<file path="src/rtl/note_sequencer_if.sv">
// Purpose : bundles the record/playback signals of note_sequencer.
//   master : control side (keypad capture, transport controls, tempo)
//   slave  : the sequencer itself
// Signals : note_data/octave_data/rec_strobe (record), play_start/stop/clear/
//           loop_en/ticks_per_note (transport), note_out/octave_out/note_valid/
//           playing/count/full/overflow/done (status and playback)
interface note_sequencer_if #(
  parameter int NOTE_W = 4,
  parameter int OCT_W  = 2,
  parameter int ADDR_W = 4,
  parameter int TICK_W = 24
);
  logic [NOTE_W-1:0] note_data;
  logic [OCT_W-1:0]  octave_data;
  logic              rec_strobe;
  logic              play_start;
  logic              stop;
  logic              clear;
  logic              loop_en;
  logic [TICK_W-1:0] ticks_per_note;
  logic [NOTE_W-1:0] note_out;
  logic [OCT_W-1:0]  octave_out;
  logic              note_valid;
  logic              playing;
  logic [ADDR_W:0]   count;
  logic              full;
  logic              overflow;
  logic              done;

  modport master (
    output note_data, octave_data, rec_strobe, play_start, stop, clear,
           loop_en, ticks_per_note,
    input  note_out, octave_out, note_valid, playing, count, full,
           overflow, done
  );

  modport slave (
    input  note_data, octave_data, rec_strobe, play_start, stop, clear,
           loop_en, ticks_per_note,
    output note_out, octave_out, note_valid, playing, count, full,
           overflow, done
  );
endinterface

</file>
<file path="src/rtl/note_sequencer.sv">
// Purpose : record/playback note store. Rising edges of rec_strobe append
//           {octave,note} entries to an internal RAM; play_start replays them,
//           each held for max(ticks_per_note,1) cycles, once or looped.
// Ports   : clk   - system clock, rising edge
//           reset - synchronous, active-low
//           bus   - note_sequencer_if.slave (record inputs, transport controls,
//                   playback outputs and status; all outputs registered)
module note_sequencer #(
  parameter int NOTE_W = 4,
  parameter int OCT_W  = 2,
  parameter int ADDR_W = 4,
  parameter int TICK_W = 24
) (
  input  logic            clk,
  input  logic            reset,
  note_sequencer_if.slave bus
);
  localparam int ENTRY_W = NOTE_W + OCT_W;
  localparam int DEPTH   = 1 << ADDR_W;
  localparam logic [ADDR_W:0] FULL_CNT = {1'b1, {ADDR_W{1'b0}}};

  typedef enum logic [0:0] {ST_IDLE = 1'b0, ST_PLAY = 1'b1} state_t;

  state_t              state_r;
  logic [ENTRY_W-1:0]  mem_r [DEPTH];
  logic [ADDR_W:0]     count_r;
  logic                full_r;
  logic                strobe_prev_r;
  logic [ADDR_W-1:0]   play_idx_r;
  logic [TICK_W-1:0]   tick_r;
  logic [NOTE_W-1:0]   note_r;
  logic [OCT_W-1:0]    oct_r;
  logic                valid_r;
  logic                playing_r;
  logic                overflow_r;
  logic                done_r;

  logic                rise_s;
  logic                play_go_s;
  logic                rec_slot_s;
  logic                wr_en_s;
  logic                ovf_s;
  logic                last_s;
  logic [ADDR_W-1:0]   next_idx_s;
  logic [ADDR_W-1:0]   rd_addr_s;
  logic [ENTRY_W-1:0]  rd_data_s;
  logic [TICK_W-1:0]   tick_load_s;

  assign bus.note_out   = note_r;
  assign bus.octave_out = oct_r;
  assign bus.note_valid = valid_r;
  assign bus.playing    = playing_r;
  assign bus.count      = count_r;
  assign bus.full       = full_r;
  assign bus.overflow   = overflow_r;
  assign bus.done       = done_r;

  // Decode record/play requests and the next playback address.
  always_comb begin
    rise_s    = bus.rec_strobe & ~strobe_prev_r;
    play_go_s = bus.play_start & (count_r != {(ADDR_W+1){1'b0}});
    // A record edge only counts in IDLE when no higher-priority request is taken.
    if (reset && (state_r == ST_IDLE) && !bus.stop && !bus.clear && !play_go_s) begin
      rec_slot_s = rise_s;
    end else begin
      rec_slot_s = 1'b0;
    end
    wr_en_s = rec_slot_s & ~full_r;
    ovf_s   = rec_slot_s & full_r;
    // Hold counter counts down to zero, so load N-1; a tempo of 0 behaves as 1.
    if (bus.ticks_per_note == {TICK_W{1'b0}}) begin
      tick_load_s = {TICK_W{1'b0}};
    end else begin
      tick_load_s = bus.ticks_per_note - TICK_W'(1'b1);
    end
    last_s = (({1'b0, play_idx_r} + (ADDR_W+1)'(1'b1)) == count_r);
    if (last_s) begin
      next_idx_s = {ADDR_W{1'b0}};
    end else begin
      next_idx_s = play_idx_r + ADDR_W'(1'b1);
    end
    // The first note after start comes from entry 0; later ones from the successor.
    if (valid_r) begin
      rd_addr_s = next_idx_s;
    end else begin
      rd_addr_s = {ADDR_W{1'b0}};
    end
    rd_data_s = mem_r[rd_addr_s];
  end

  // Note store write port; contents survive reset.
  always_ff @(posedge clk) begin
    if (wr_en_s) begin
      mem_r[count_r[ADDR_W-1:0]] <= {bus.octave_data, bus.note_data};
    end
  end

  // Control FSM, store occupancy and registered playback outputs.
  always_ff @(posedge clk) begin
    if (!reset) begin
      state_r       <= ST_IDLE;
      count_r       <= {(ADDR_W+1){1'b0}};
      full_r        <= 1'b0;
      strobe_prev_r <= 1'b0;
      play_idx_r    <= {ADDR_W{1'b0}};
      tick_r        <= {TICK_W{1'b0}};
      note_r        <= {NOTE_W{1'b0}};
      oct_r         <= {OCT_W{1'b0}};
      valid_r       <= 1'b0;
      playing_r     <= 1'b0;
      overflow_r    <= 1'b0;
      done_r        <= 1'b0;
    end else begin
      // Edge detector tracks the strobe in every state.
      strobe_prev_r <= bus.rec_strobe;
      overflow_r    <= ovf_s;
      done_r        <= 1'b0;
      case (state_r)
        ST_IDLE: begin
          if (bus.stop) begin
            state_r <= ST_IDLE;
          end else if (bus.clear) begin
            count_r <= {(ADDR_W+1){1'b0}};
            full_r  <= 1'b0;
          end else if (play_go_s) begin
            state_r    <= ST_PLAY;
            playing_r  <= 1'b1;
            valid_r    <= 1'b0;
            play_idx_r <= {ADDR_W{1'b0}};
          end else if (wr_en_s) begin
            count_r <= count_r + (ADDR_W+1)'(1'b1);
            full_r  <= ((count_r + (ADDR_W+1)'(1'b1)) == FULL_CNT);
          end else begin
            state_r <= ST_IDLE;
          end
        end
        ST_PLAY: begin
          if (bus.stop || (valid_r && (tick_r == {TICK_W{1'b0}}) && last_s && !bus.loop_en)) begin
            // Abort or natural end of a one-shot pass; only the latter reports done.
            state_r   <= ST_IDLE;
            playing_r <= 1'b0;
            valid_r   <= 1'b0;
            note_r    <= {NOTE_W{1'b0}};
            oct_r     <= {OCT_W{1'b0}};
            done_r    <= ~bus.stop;
          end else if (valid_r && (tick_r != {TICK_W{1'b0}})) begin
            tick_r <= tick_r - TICK_W'(1'b1);
          end else begin
            // Note boundary (or first note): present the next entry, reload tempo.
            note_r     <= rd_data_s[NOTE_W-1:0];
            oct_r      <= rd_data_s[ENTRY_W-1:NOTE_W];
            valid_r    <= 1'b1;
            play_idx_r <= rd_addr_s;
            tick_r     <= tick_load_s;
          end
        end
        default: begin
          state_r   <= ST_IDLE;
          playing_r <= 1'b0;
          valid_r   <= 1'b0;
        end
      endcase
    end
  end
endmodule

</file>
<file path="src/flat_wrapper.sv">
// flat-port wrapper written by rule: the top's interface ports become plain ports
module note_sequencer_flat 
#(
  parameter int NOTE_W = 4,
  parameter int OCT_W  = 2,
  parameter int ADDR_W = 4,
  parameter int TICK_W = 24
)
  (clk, reset, bus_note_data, bus_octave_data, bus_rec_strobe, bus_play_start, bus_stop, bus_clear, bus_loop_en, bus_ticks_per_note, bus_note_out, bus_octave_out, bus_note_valid, bus_playing, bus_count, bus_full, bus_overflow, bus_done);
  note_sequencer_if #(.NOTE_W(NOTE_W), .OCT_W(OCT_W), .ADDR_W(ADDR_W), .TICK_W(TICK_W)) bus_i ();
  input  logic clk;
  input  logic reset;
  input wire logic [$bits(bus_i.note_data)-1:0] bus_note_data;
  input wire logic [$bits(bus_i.octave_data)-1:0] bus_octave_data;
  input wire logic [$bits(bus_i.rec_strobe)-1:0] bus_rec_strobe;
  input wire logic [$bits(bus_i.play_start)-1:0] bus_play_start;
  input wire logic [$bits(bus_i.stop)-1:0] bus_stop;
  input wire logic [$bits(bus_i.clear)-1:0] bus_clear;
  input wire logic [$bits(bus_i.loop_en)-1:0] bus_loop_en;
  input wire logic [$bits(bus_i.ticks_per_note)-1:0] bus_ticks_per_note;
  output wire logic [$bits(bus_i.note_out)-1:0] bus_note_out;
  output wire logic [$bits(bus_i.octave_out)-1:0] bus_octave_out;
  output wire logic [$bits(bus_i.note_valid)-1:0] bus_note_valid;
  output wire logic [$bits(bus_i.playing)-1:0] bus_playing;
  output wire logic [$bits(bus_i.count)-1:0] bus_count;
  output wire logic [$bits(bus_i.full)-1:0] bus_full;
  output wire logic [$bits(bus_i.overflow)-1:0] bus_overflow;
  output wire logic [$bits(bus_i.done)-1:0] bus_done;
  assign bus_i.note_data = bus_note_data;
  assign bus_i.octave_data = bus_octave_data;
  assign bus_i.rec_strobe = bus_rec_strobe;
  assign bus_i.play_start = bus_play_start;
  assign bus_i.stop = bus_stop;
  assign bus_i.clear = bus_clear;
  assign bus_i.loop_en = bus_loop_en;
  assign bus_i.ticks_per_note = bus_ticks_per_note;
  assign bus_note_out = bus_i.note_out;
  assign bus_octave_out = bus_i.octave_out;
  assign bus_note_valid = bus_i.note_valid;
  assign bus_playing = bus_i.playing;
  assign bus_count = bus_i.count;
  assign bus_full = bus_i.full;
  assign bus_overflow = bus_i.overflow;
  assign bus_done = bus_i.done;
  note_sequencer #(.NOTE_W(NOTE_W), .OCT_W(OCT_W), .ADDR_W(ADDR_W), .TICK_W(TICK_W)) u_core (.clk(clk), .reset(reset), .bus(bus_i));
endmodule
</file>
<file path="config.mk">
export PLATFORM = sky130hd
export DESIGN_NAME = note_sequencer_flat
export DESIGN_NICKNAME = d
export VERILOG_FILES = /design/src/rtl/note_sequencer_if.sv /design/src/rtl/note_sequencer.sv /design/src/flat_wrapper.sv
export SDC_FILE = /design/constraint.sdc
export NUM_CORES = 1
export LEC_CHECK = 0
export ABC_AREA = 1
export BUFFER_PORTS_ARGS = -buffer_cell sky130_fd_sc_hd__buf_2
export CAP_MARGIN = 15
export CORE_MARGIN = 10
export CORE_UTILIZATION = 40
export DETAILED_ROUTE_END_ITERATION = 8
export GPL_TIMING_DRIVEN = 0
export PLACE_DENSITY = 0.54
export REMOVE_ABC_BUFFERS = 1
export SLEW_MARGIN = 15
export SYNTH_ARGS = -nofsm -noshare
export SYNTH_HDL_FRONTEND = slang
export SYNTH_SLANG_ARGS = --single-unit
</file>
<file path="constraint.sdc">
create_clock -name clk -period 3.45 [get_ports clk]
set_clock_uncertainty 0.2 [all_clocks]
set_input_delay 0.5175 -clock clk [delete_from_list [all_inputs] [get_ports clk]]
set_output_delay 0.5175 -clock clk [all_outputs]
set_load 0.005 [all_outputs]
</file>
==> results of run 1 <==
[logic make-up after synthesis]
group	count (synthesis)
flip-flops	142
AO/OA/AOI/OAI	107
adder cells (fa/ha/maj)	9
XOR/XNOR	28
buffers and inverters	119
AND/OR/NAND/NOR	429
[power groups by stage]
stage	registers [W]	clock network [W]	logic, W
global placement	0.00186	0	0.000154
CTS	0.00182	0.00185	0.000154
finish	0.00182	0.00182	0.000154
floorplan	0.00186	0	0.0000748
global route	0.00182	0.00192	0.000173
detailed placement	0.00186	0	0.000154
[metrics by stage]
stage | instances | util (%) | setup WS, ps
finish | 1116 | 46.24 | 262.4
global route | 1116 | 46.24 | 55.58
CTS | 1115 | 46.15 | 24.77
detailed placement | 1084 | 42.91 | 34.72
global placement | 1084 | 42.91 | 78.40
floorplan | 803 | - | 795.6
[layer usage]
layer	track usage, %	vias up
met5	0	-
met4	6.105	0
met3	2.674	25
met2	24.06	133
met1	21.60	2693
li1	-	2934
[path summary, 6_finish.rpt]
| check | from | endpoint |
|---|---|---|
| worst max-delay path | u_core.play_idx_r[0] | u_core.tick_r[2] |
| worst min-delay path | bus_rec_strobe | u_core.strobe_prev_r |
| worst max register to register | u_core.play_idx_r[0] | u_core.tick_r[2] |
| worst min register to register | u_core.bus.playing | u_core.bus.playing |
[cell usage after synthesis, drive strengths merged]
library cell,count,area share (%)
clkinv,1,0.051
a221oi,2,0.24
nand3b,23,2.5
buf,22,2.0
a31oi,7,0.59
inv,87,4.5
clkbuf,9,0.46
nor3,9,0.61
o21ai,33,2.2
nand2,153,8.6
edfxtp,96,39
xnor2,8,0.95
nor4,7,0.59
nand4,4,0.34
a211oi,8,0.81
o21a,3,0.31
ha,9,1.5
or2,2,0.17
a21oi,34,2.5
nand3,129,9.0
xor2,20,2.4
a22oi,6,0.61
nor2,102,6.0
o211ai,8,0.81
dfxtp,46,12
o22ai,6,0.51
[layout by cell type (no fill, tap or decap), drive strengths merged]
master,netlist,layout
nor4,7,7
a221oi,2,2
o21ai,33,33
a211oi,8,8
bufinv,0,2
buf,22,52
ha,9,9
nor3,9,9
nand3b,23,23
o21a,3,3
dfxtp,46,46
xor2,20,20
clkbuf,9,17
clkinvlp,0,3
nor2,102,103
nand4,4,4
nand3,129,129
a22oi,6,6
edfxtp,96,96
xnor2,8,8
or2,2,2
a21oi,34,34
nand2,153,153
o211ai,8,8
o22ai,6,6
inv,87,90
a31oi,7,7
clkinv,1,7
[critical path, stage by stage (launching register included)]
cell and delay [ps]:
dfxtp_1 590, ha_1 380, inv_2 130, nand2_1 60, nand2_1 60, nor2_1 40, nand2_1 90, nor2_4 60
nand2_8 290, inv_2 80, nand3b_4 120, nand2_4 180, inv_2 380, o21ai_0 150, a21oi_1 150, a211oi_1 60
[flip-flops by register name, summed over array words and instances, names as in the netlist, 2 cells and up]
| name | cells |
|---|---|
| u_core.bus.count | 5 |
| u_core.bus.note_out | 4 |
| u_core.bus.octave_out | 2 |
| u_core.mem_r | 96 |
| u_core.play_idx_r | 4 |
| u_core.tick_r | 24 |
[cell type report]
cell class | instances | area share [%]
inverters | 88 | 4.038
clock buffers | 17 | 5.104
clock inverters | 14 | 1.906
repair buffers | 52 | 3.122
well taps | 229 | 3.437
multi-input cells | 574 | 36.76
flip-flops and latches | 142 | 45.63
[what timing repair did]
item	in CTS	in global routing
setup endpoints to repair	0	7
gates resized for setup	0	3
endpoints found under the hold margin	0	0
==> results.py, run 1 <==
metrics = {
    "final_layout": {
        "drive_gt1_share_pct": 13.08,
        "multi_input_area_sq_um": 3064,
        "fin_area_sq_um": 8335,
        "fin_nets": 921,
        "n_antenna_cell": 0,
        "regArea_sq_um": 3804,
        "n_fill_cell": 1791,
        "syn_to_final_growth_pct": 13.09,
    },
    "detailed_routing": {
        "route.detailed.drc": 0,
        "dr.pass1.iters": 5,
        "wl_um": 19160,
        "dr.max_layer_used": "met4",
        "wl_per_cell_um": 17.17,
        "drtIter0Drc": 429,
        "viasPerCell": 5.184,
        "wl_met3_um": 834,
        "wl_met2_um": 8497,
        "drt.antenna.violating_nets": 0,
        "wl_met1_um": 9446,
        "vias": 5785,
    },
    "hold_path": {
        "hold_class": "input pin to flop",
        "hold_depth": 3,
    },
    "sta": {
        "hold_viol": 0,
        "tightest_slew_ps": 1142,
        "setup-violations-final": 0,
        "max_freq_mhz": 313.7,
        "tns_ps": 0,
        "slew-limit-headroom_pct": 23.09,
        "slew_viol_final": 0,
        "whs_ps": 102.2,
        "rsz0062_at_grt": "false",
        "min_period_ps": 3188,
        "post-route-period-util_pct": 92.39,
    },
    "clock_tree": {
        "cts-htree-levels": 4,
        "hold_buffers": 0,
        "cts_tree": "done",
        "cts_buffers": 17,
        "worstSkewPairLatency_ps": 420,
        "root_buffer": "clkbuf_16",
        "clock-sinks": 142,
        "post_cts_buffers": 0,
        "clkTransAtPathRegs_ps": 60,
        "clockBufferDepth": 2,
    },
    "place": {
        "dp_hpwl_um": 12480,
        "portBuffers": 52,
        "place_area_sq_um": 7734,
        "gp_congestion": 0.7987,
    },
    "logic_synthesis": {
        "syn_area_sq_um": 7371,
        "synth_xor_area_share_pct": 3.327,
        "synthCells": 834,
        "yosys_warnings": 0,
        "ys_seq_area_share_pct": 51.60,
        "avgSynthCellArea_sq_um": 8.838,
        "synth_top_family_by_area": "simple AND/OR/NAND/NOR gates",
        "synth-adder-area-share_pct": 1.528,
        "synth_cell_types": 39,
        "synth_compound_area_share_pct": 8.640,
        "synth-simple-area-share_pct": 27.89,
        "synth_seq_cells": 142,
        "synth.area.mux_share_pct": 0,
    },
    "power": {
        "leakagePower_nw": 3.422,
        "p_int_w": 0.002938,
        "vdd_drop_max_mv": 0.3563,
        "power_w": 0.003797,
        "power_density_nw_per_um2": 455.5,
        "sequentialPowerShare_pct": 47.9,
        "combPwrFrac_pct": 4.1,
        "netSwitchingFraction_pct": 22.63,
        "power.switching_w": 0.0008593,
        "clkPwrFrac_pct": 48.0,
    },
    "die": {
        "dieHeight_um": 155.7,
        "initial_core_util_pct": 40.89,
        "io_pins": 53,
        "rows": 49,
        "core_region_area_sq_um": 18020,
        "die_w_um": 155.7,
        "die-area_sq_um": 24260,
    },
    "job": {
        "cap_violations": 0,
    },
    "setup_path": {
        "arrival_ps": 3260,
        "cp_data_required_time_ps": 3520,
        "cp-start-kind": "flop",
        "reg2reg_depth": 15,
        "worst_setup_path_end_kind": "flop",
        "cp_max_fo": 46,
        "critPathKind": "flop to flop",
        "ff2ff_setup_slack_ps": 260,
    },
    "global_routing": {
        "grt-ovfl-total": 0,
        "grt_pass1_vias": 5704,
        "grt_pass1_wl_um": 30060,
        "antenna_found_initial": 0,
        "grt_max_degree": 56,
        "track_usage_pct": 15.69,
    },
    "status": {
        "status": "completed",
    },
}
No activity file was read; power rests on OpenSTA's default activity.
==> run 2: changes to the inputs <==
Settings changed: CORE_UTILIZATION 40 to 55, PLACE_DENSITY 0.54 to 0.71.
==> run 2 against run 1 <==
  * Cell count fell by 4.7%
  * Global-route usage rose by 3.9 points
  * Register-to-register slack improved by 20 ps
  * Cell area fell by 1.5%
  * Non-clock buffer count did not move
  * Via count rose by 3.8%
  * Die area fell by 24%
  * Total power fell by 4.7%
  * Wire length fell by 6.5%
  * Critical endpoint is now u_core.bus.note_out[0]
  * Largest cell class unchanged
  * Highest routed layer unchanged
==> results.py, run 2 (synthesis gave the netlist of run 1 again) <==
metrics = {
    "status": {
        "status": "completed",
    },
    "clock_tree": {
        "clockBufferDepth": 2,
        "cts_resized": 0,
        "root_buffer": "clkbuf_16",
        "clock-sinks": 142,
        "cts-htree-levels": 4,
        "cts_buffers": 17,
        "hold_buffers": 0,
        "cts_tree": "done",
        "worstSkewPairLatency_ps": 420,
        "post_cts_buffers": 0,
        "clkTransAtPathRegs_ps": 60,
    },
    "setup_path": {
        "arrival_ps": 3240,
        "worstReg2RegEnd": "u_core.bus.note_out[0]",
        "ff2ff_setup_slack_ps": 280,
        "worst_setup_path_end_kind": "flop",
        "critPathKind": "flop to flop",
        "r2r-start": "u_core.bus.note_valid",
        "reg2reg_depth": 9,
        "cp_data_required_time_ps": 3520,
        "cp_max_fo": 55,
        "cp-start-kind": "flop",
        "cp-startpoint": "u_core.bus.note_valid",
    },
    "global_routing": {
        "track_usage_pct": 19.64,
        "grt_max_degree": 56,
        "antenna_found_initial": 0,
        "grt_pass1_wl_um": 28570,
        "grt-ovfl-total": 0,
        "grt_pass1_vias": 5821,
    },
    "die": {
        "rows": 42,
        "die-area_sq_um": 18430,
        "core_region_area_sq_um": 13190,
        "initial_core_util_pct": 55.88,
        "dieHeight_um": 135.8,
        "die_w_um": 135.8,
        "io_pins": 53,
    },
    "final_layout": {
        "layout_commonest_cell": "nand2_1",
        "fin_nets": 920,
        "final_core_util_pct": 62.26,
        "n_antenna_cell": 0,
        "largest_register_ffs": 96,
        "final_cell_mix": "144 x nand2_1, 127 x nand3_1, 96 x nor2_1, 96 x edfxtp_1, 79 x inv_1",
        "drive_gt1_share_pct": 12.40,
        "n_fill_cell": 1127,
        "syn_to_final_growth_pct": 11.41,
    },
    "hold_path": {
        "hold_start": "bus_rec_strobe",
        "hold_depth": 3,
        "hold_class": "input pin to flop",
        "whs_endpoint": "u_core.strobe_prev_r",
    },
    "sta": {
        "hold_viol": 0,
        "slew_viol_final": 0,
        "post-route-period-util_pct": 91.79,
        "rsz0062_at_grt": "false",
        "max_freq_mhz": 315.8,
        "slew-limit-headroom_pct": 23.54,
        "tns_ps": 0,
        "tightest_slew_ps": 1144,
        "min_period_ps": 3167,
        "setup-violations-final": 0,
    },
    "power": {
        "leakagePower_nw": 3.381,
        "power_density_nw_per_um2": 440.5,
        "vdd_drop_max_mv": 0.3213,
    },
    "detailed_routing": {
        "viasPerCell": 5.651,
        "drt.antenna.violating_nets": 0,
        "wl_um": 17910,
        "drtIter0Drc": 430,
        "dr.pass1.iters": 5,
        "route.detailed.drc": 0,
        "vias": 6007,
        "wl_per_cell_um": 16.85,
    },
    "place": {
        "gp_congestion": 0.8907,
        "dp_hpwl_um": 12020,
        "portBuffers": 52,
    },
    "job": {
        "cap_violations": 0,
    },
}
-- run 2: per-stage QoR --
stage	cells	cell area (sq um)	hold slack, ps	worst slack [ps]	total power, W
finish	1063	8212	112.4	283.4	0.003617
floorplan	803	7187	255.8	795.6	0.001931
global route	1063	8212	106.7	67.84	0.003716
CTS	1063	8200	97.88	167.2	0.003633
detailed placement	1031	7667	249.2	174.8	0.002006
global placement	1031	7667	249.1	166.7	0.002001
-- run 2: worst max-delay path by stage --
stage	end	cells past startpoint
floorplan	u_core.tick_r[2]	15
CTS	u_core.tick_r[2]	15
global route	u_core.bus.octave_out[0]	9
finish	u_core.bus.note_out[0]	9
global placement	u_core.tick_r[13]	9
detailed placement	u_core.tick_r[2]	15
-- run 2: area by class of cell --
type                            count  area (sq um)  share of cell area [%]
Sequential cell                   142          3804                   46.32
Tap cell                          176         220.2                   2.682
Multi-Input combinational cell    573          3058                   37.24
Inverter                           88         336.6                   4.099
Timing Repair Buffer               52         260.3                   3.169
Clock buffer                       19         432.9                   5.272
Clock inverter                     13         100.1                   1.219
-- run 2: routing by layer --
layer | track usage [%] | vias to the layer above | routed length, um
li1 | - | 2929 | -
met1 | 24.88 | 2850 | 7930
met2 | 32.18 | 201 | 8585
met3 | 4.488 | 27 | 1112
met4 | 6.878 | 0 | 283
met5 | 0 | - | 0
-- run 2: critical path: stages, from the launching register on --
cell and delay (ps):
dfxtp_1 600, inv_1 200, nor2_4 890, nand2_8 370, nand2_1 150, nand3_1 100, nand3_1 150, nand3_1 110
nand3_1 120, a21oi_1 60
-- run 2: report_power, final --
group	total, W	switching [W]	leakage (nW)	internal, W
combinational	0.000151	0.000103	1.91	0.0000482
sequential	0.00182	0.00000255	1.23	0.00182
clock	0.00165	0.000671	0.241	0.000974
==> run 3: changes to the inputs <==
Clock period 3.45 ns to 3.2 ns, I/O delays scaled along.
==> run 3 against run 2 <==
  * First-iteration DRC count is 18% higher
  * Total power increased by 7.8%
  * Sequential share of layout area down 0.090 points
  * Core utilization rose by 0.14 points
  * Register-to-register slack got worse by 70 ps
  * Die area unchanged
  * Critical path depth grew 6
  * Sequential power up 8%
  * Non-clock buffer count unchanged
  * Global-route usage hardly changed
  * Critical endpoint unchanged
  * Largest power group unchanged
  * Highest routed layer unchanged
==> results.py, run 3 (synthesis gave the netlist of run 1 again) <==
metrics = {
    "sta": {
        "hold_viol": 0,
        "slew_viol_final": 0,
        "slew-limit-headroom_pct": 28.08,
        "tightest_slew_ps": 1068,
        "post-route-period-util_pct": 93.43,
        "rsz0062_at_grt": "false",
        "min_period_ps": 2990,
        "tns_ps": 0,
        "setup-violations-final": 0,
        "max_freq_mhz": 334.5,
    },
    "setup_path": {
        "cp-start-kind": "flop",
        "ff2ff_setup_slack_ps": 210,
        "cpMaxStageDelayCell": "ha_1",
        "cp_data_required_time_ps": 3330,
        "critPathKind": "flop to flop",
        "worst_setup_path_end_kind": "flop",
        "cpPeakStageDelay_ps": 410,
        "arrival_ps": 3120,
        "cp_max_fo": 55,
        "crit_path_cell_trace": "ha_1 > inv_2 > nand2_1 > nand2_1 > nor2_1 > nand2_1 > nor2_4 > nand2_8 > nand2_8 > nand2_1 > nand3_1 > nand3_1 > nand3_1 > nand3_1 > a21oi_1",
    },
    "detailed_routing": {
        "vias": 6031,
        "viasPerCell": 5.668,
        "drt.antenna.violating_nets": 0,
        "drtIter0Drc": 508,
        "wl_per_cell_um": 17.03,
        "route.detailed.drc": 0,
        "wl_um": 18120,
        "dr.pass1.iters": 5,
    },
    "die": {
        "dieHeight_um": 135.8,
        "die-area_sq_um": 18430,
        "die_w_um": 135.8,
        "initial_core_util_pct": 55.88,
        "io_pins": 53,
        "rows": 42,
        "core_region_area_sq_um": 13190,
    },
    "final_layout": {
        "layout_commonest_cell": "nand2_1",
        "n_fill_cell": 1122,
        "largest_register_ffs": 96,
        "n_antenna_cell": 0,
        "fin_cells": 1064,
        "fin_nets": 921,
        "syn_to_final_growth_pct": 11.66,
        "final_cell_mix": "143 x nand2_1, 127 x nand3_1, 96 x nor2_1, 96 x edfxtp_1, 79 x inv_1",
        "drive_gt1_share_pct": 12.73,
    },
    "global_routing": {
        "grt_pass1_wl_um": 28570,
        "grt_max_degree": 56,
        "grt-ovfl-total": 0,
        "antenna_found_initial": 0,
        "track_usage_pct": 19.63,
        "grt_pass1_vias": 5818,
    },
    "power": {
        "power_w": 0.003900,
        "vdd_drop_max_mv": 0.3482,
        "power_density_nw_per_um2": 473.8,
        "leakagePower_nw": 3.384,
    },
    "clock_tree": {
        "clkTransAtPathRegs_ps": 60,
        "cts-htree-levels": 4,
        "worstSkewPairLatency_ps": 420,
        "root_buffer": "clkbuf_16",
        "clock-sinks": 142,
        "post_cts_buffers": 0,
        "cts_buffers": 17,
        "hold_buffers": 0,
        "cts_tree": "done",
        "clockBufferDepth": 2,
    },
    "place": {
        "dp_hpwl_um": 12020,
        "dp.cells": 1031,
        "portBuffers": 52,
        "gp_congestion": 0.8907,
    },
    "job": {
        "cap_violations": 0,
    },
    "hold_path": {
        "hold_class": "input pin to flop",
    },
    "status": {
        "status": "completed",
    },
}
## run 3: cell type report
cell class	instances	area (sq um)	area share (%)
sequential	142	3805	46.23
clock buffer	19	432.9	5.260
clock inverter	13	100.1	1.216
timing repair buffer	52	260.3	3.162
tap	176	220.2	2.676
inverter	88	336.6	4.089
multi-input combinational	574	3075	37.37
## run 3: critical path, delay by kind of cell (launching register included)
family / cells / cell delay [ps]
AND/OR/NAND/NOR: 12 / 1600
adder cells (fa/ha/maj): 1 / 410
flip-flops: 1 / 390
AO/OA/AOI/OAI: 1 / 130
buffers and inverters: 1 / 100
## run 3: routing by layer
layer,up-vias,global-route usage (%),wire (um)
met2,204,32.10,8653
met5,-,0,0
met3,26,4.488,1253
met4,0,6.878,281
met1,2865,24.93,7929
li1,2936,-,-
## run 3: where the power goes
group          switching (W)  total (W)  leakage [nW]  internal, W
Clock               0.000724    0.00177         0.241      0.00105
Sequential        0.00000275    0.00196          1.23      0.00196
Combinational       0.000111   0.000163          1.91    0.0000521
Total               0.000838    0.00390          3.38      0.00306
## run 3: metrics by stage
step	setup slack (ps)	util (%)	instance area, sq um	hold slack, ps
after global routing	15.24	62.40	8230	69.22
after detailed placement	-75.19	58.13	7667	249.2
after global placement	-83.29	58.13	7667	249.1
after CTS	43.51	62.24	8209	60.38
after floorplan	545.6	-	7187	255.8
final	210.3	62.40	8230	73.14
## run 3: final timing paths
path / start / endpoint / cells after the start
max: u_core.play_idx_r[0] / u_core.bus.note_out[0] / 15
min: bus_rec_strobe / u_core.strobe_prev_r / 3
max reg2reg: u_core.play_idx_r[0] / u_core.bus.note_out[0] / 15
min reg2reg: u_core.bus.playing / u_core.bus.playing / 2
## run 3: timing repair
action / in CTS / in global routing
gates resized for setup: 2 / 4
endpoints found under the setup margin: 2 / 22
pin swaps: 0 / 1
gates cloned: 0 / 1
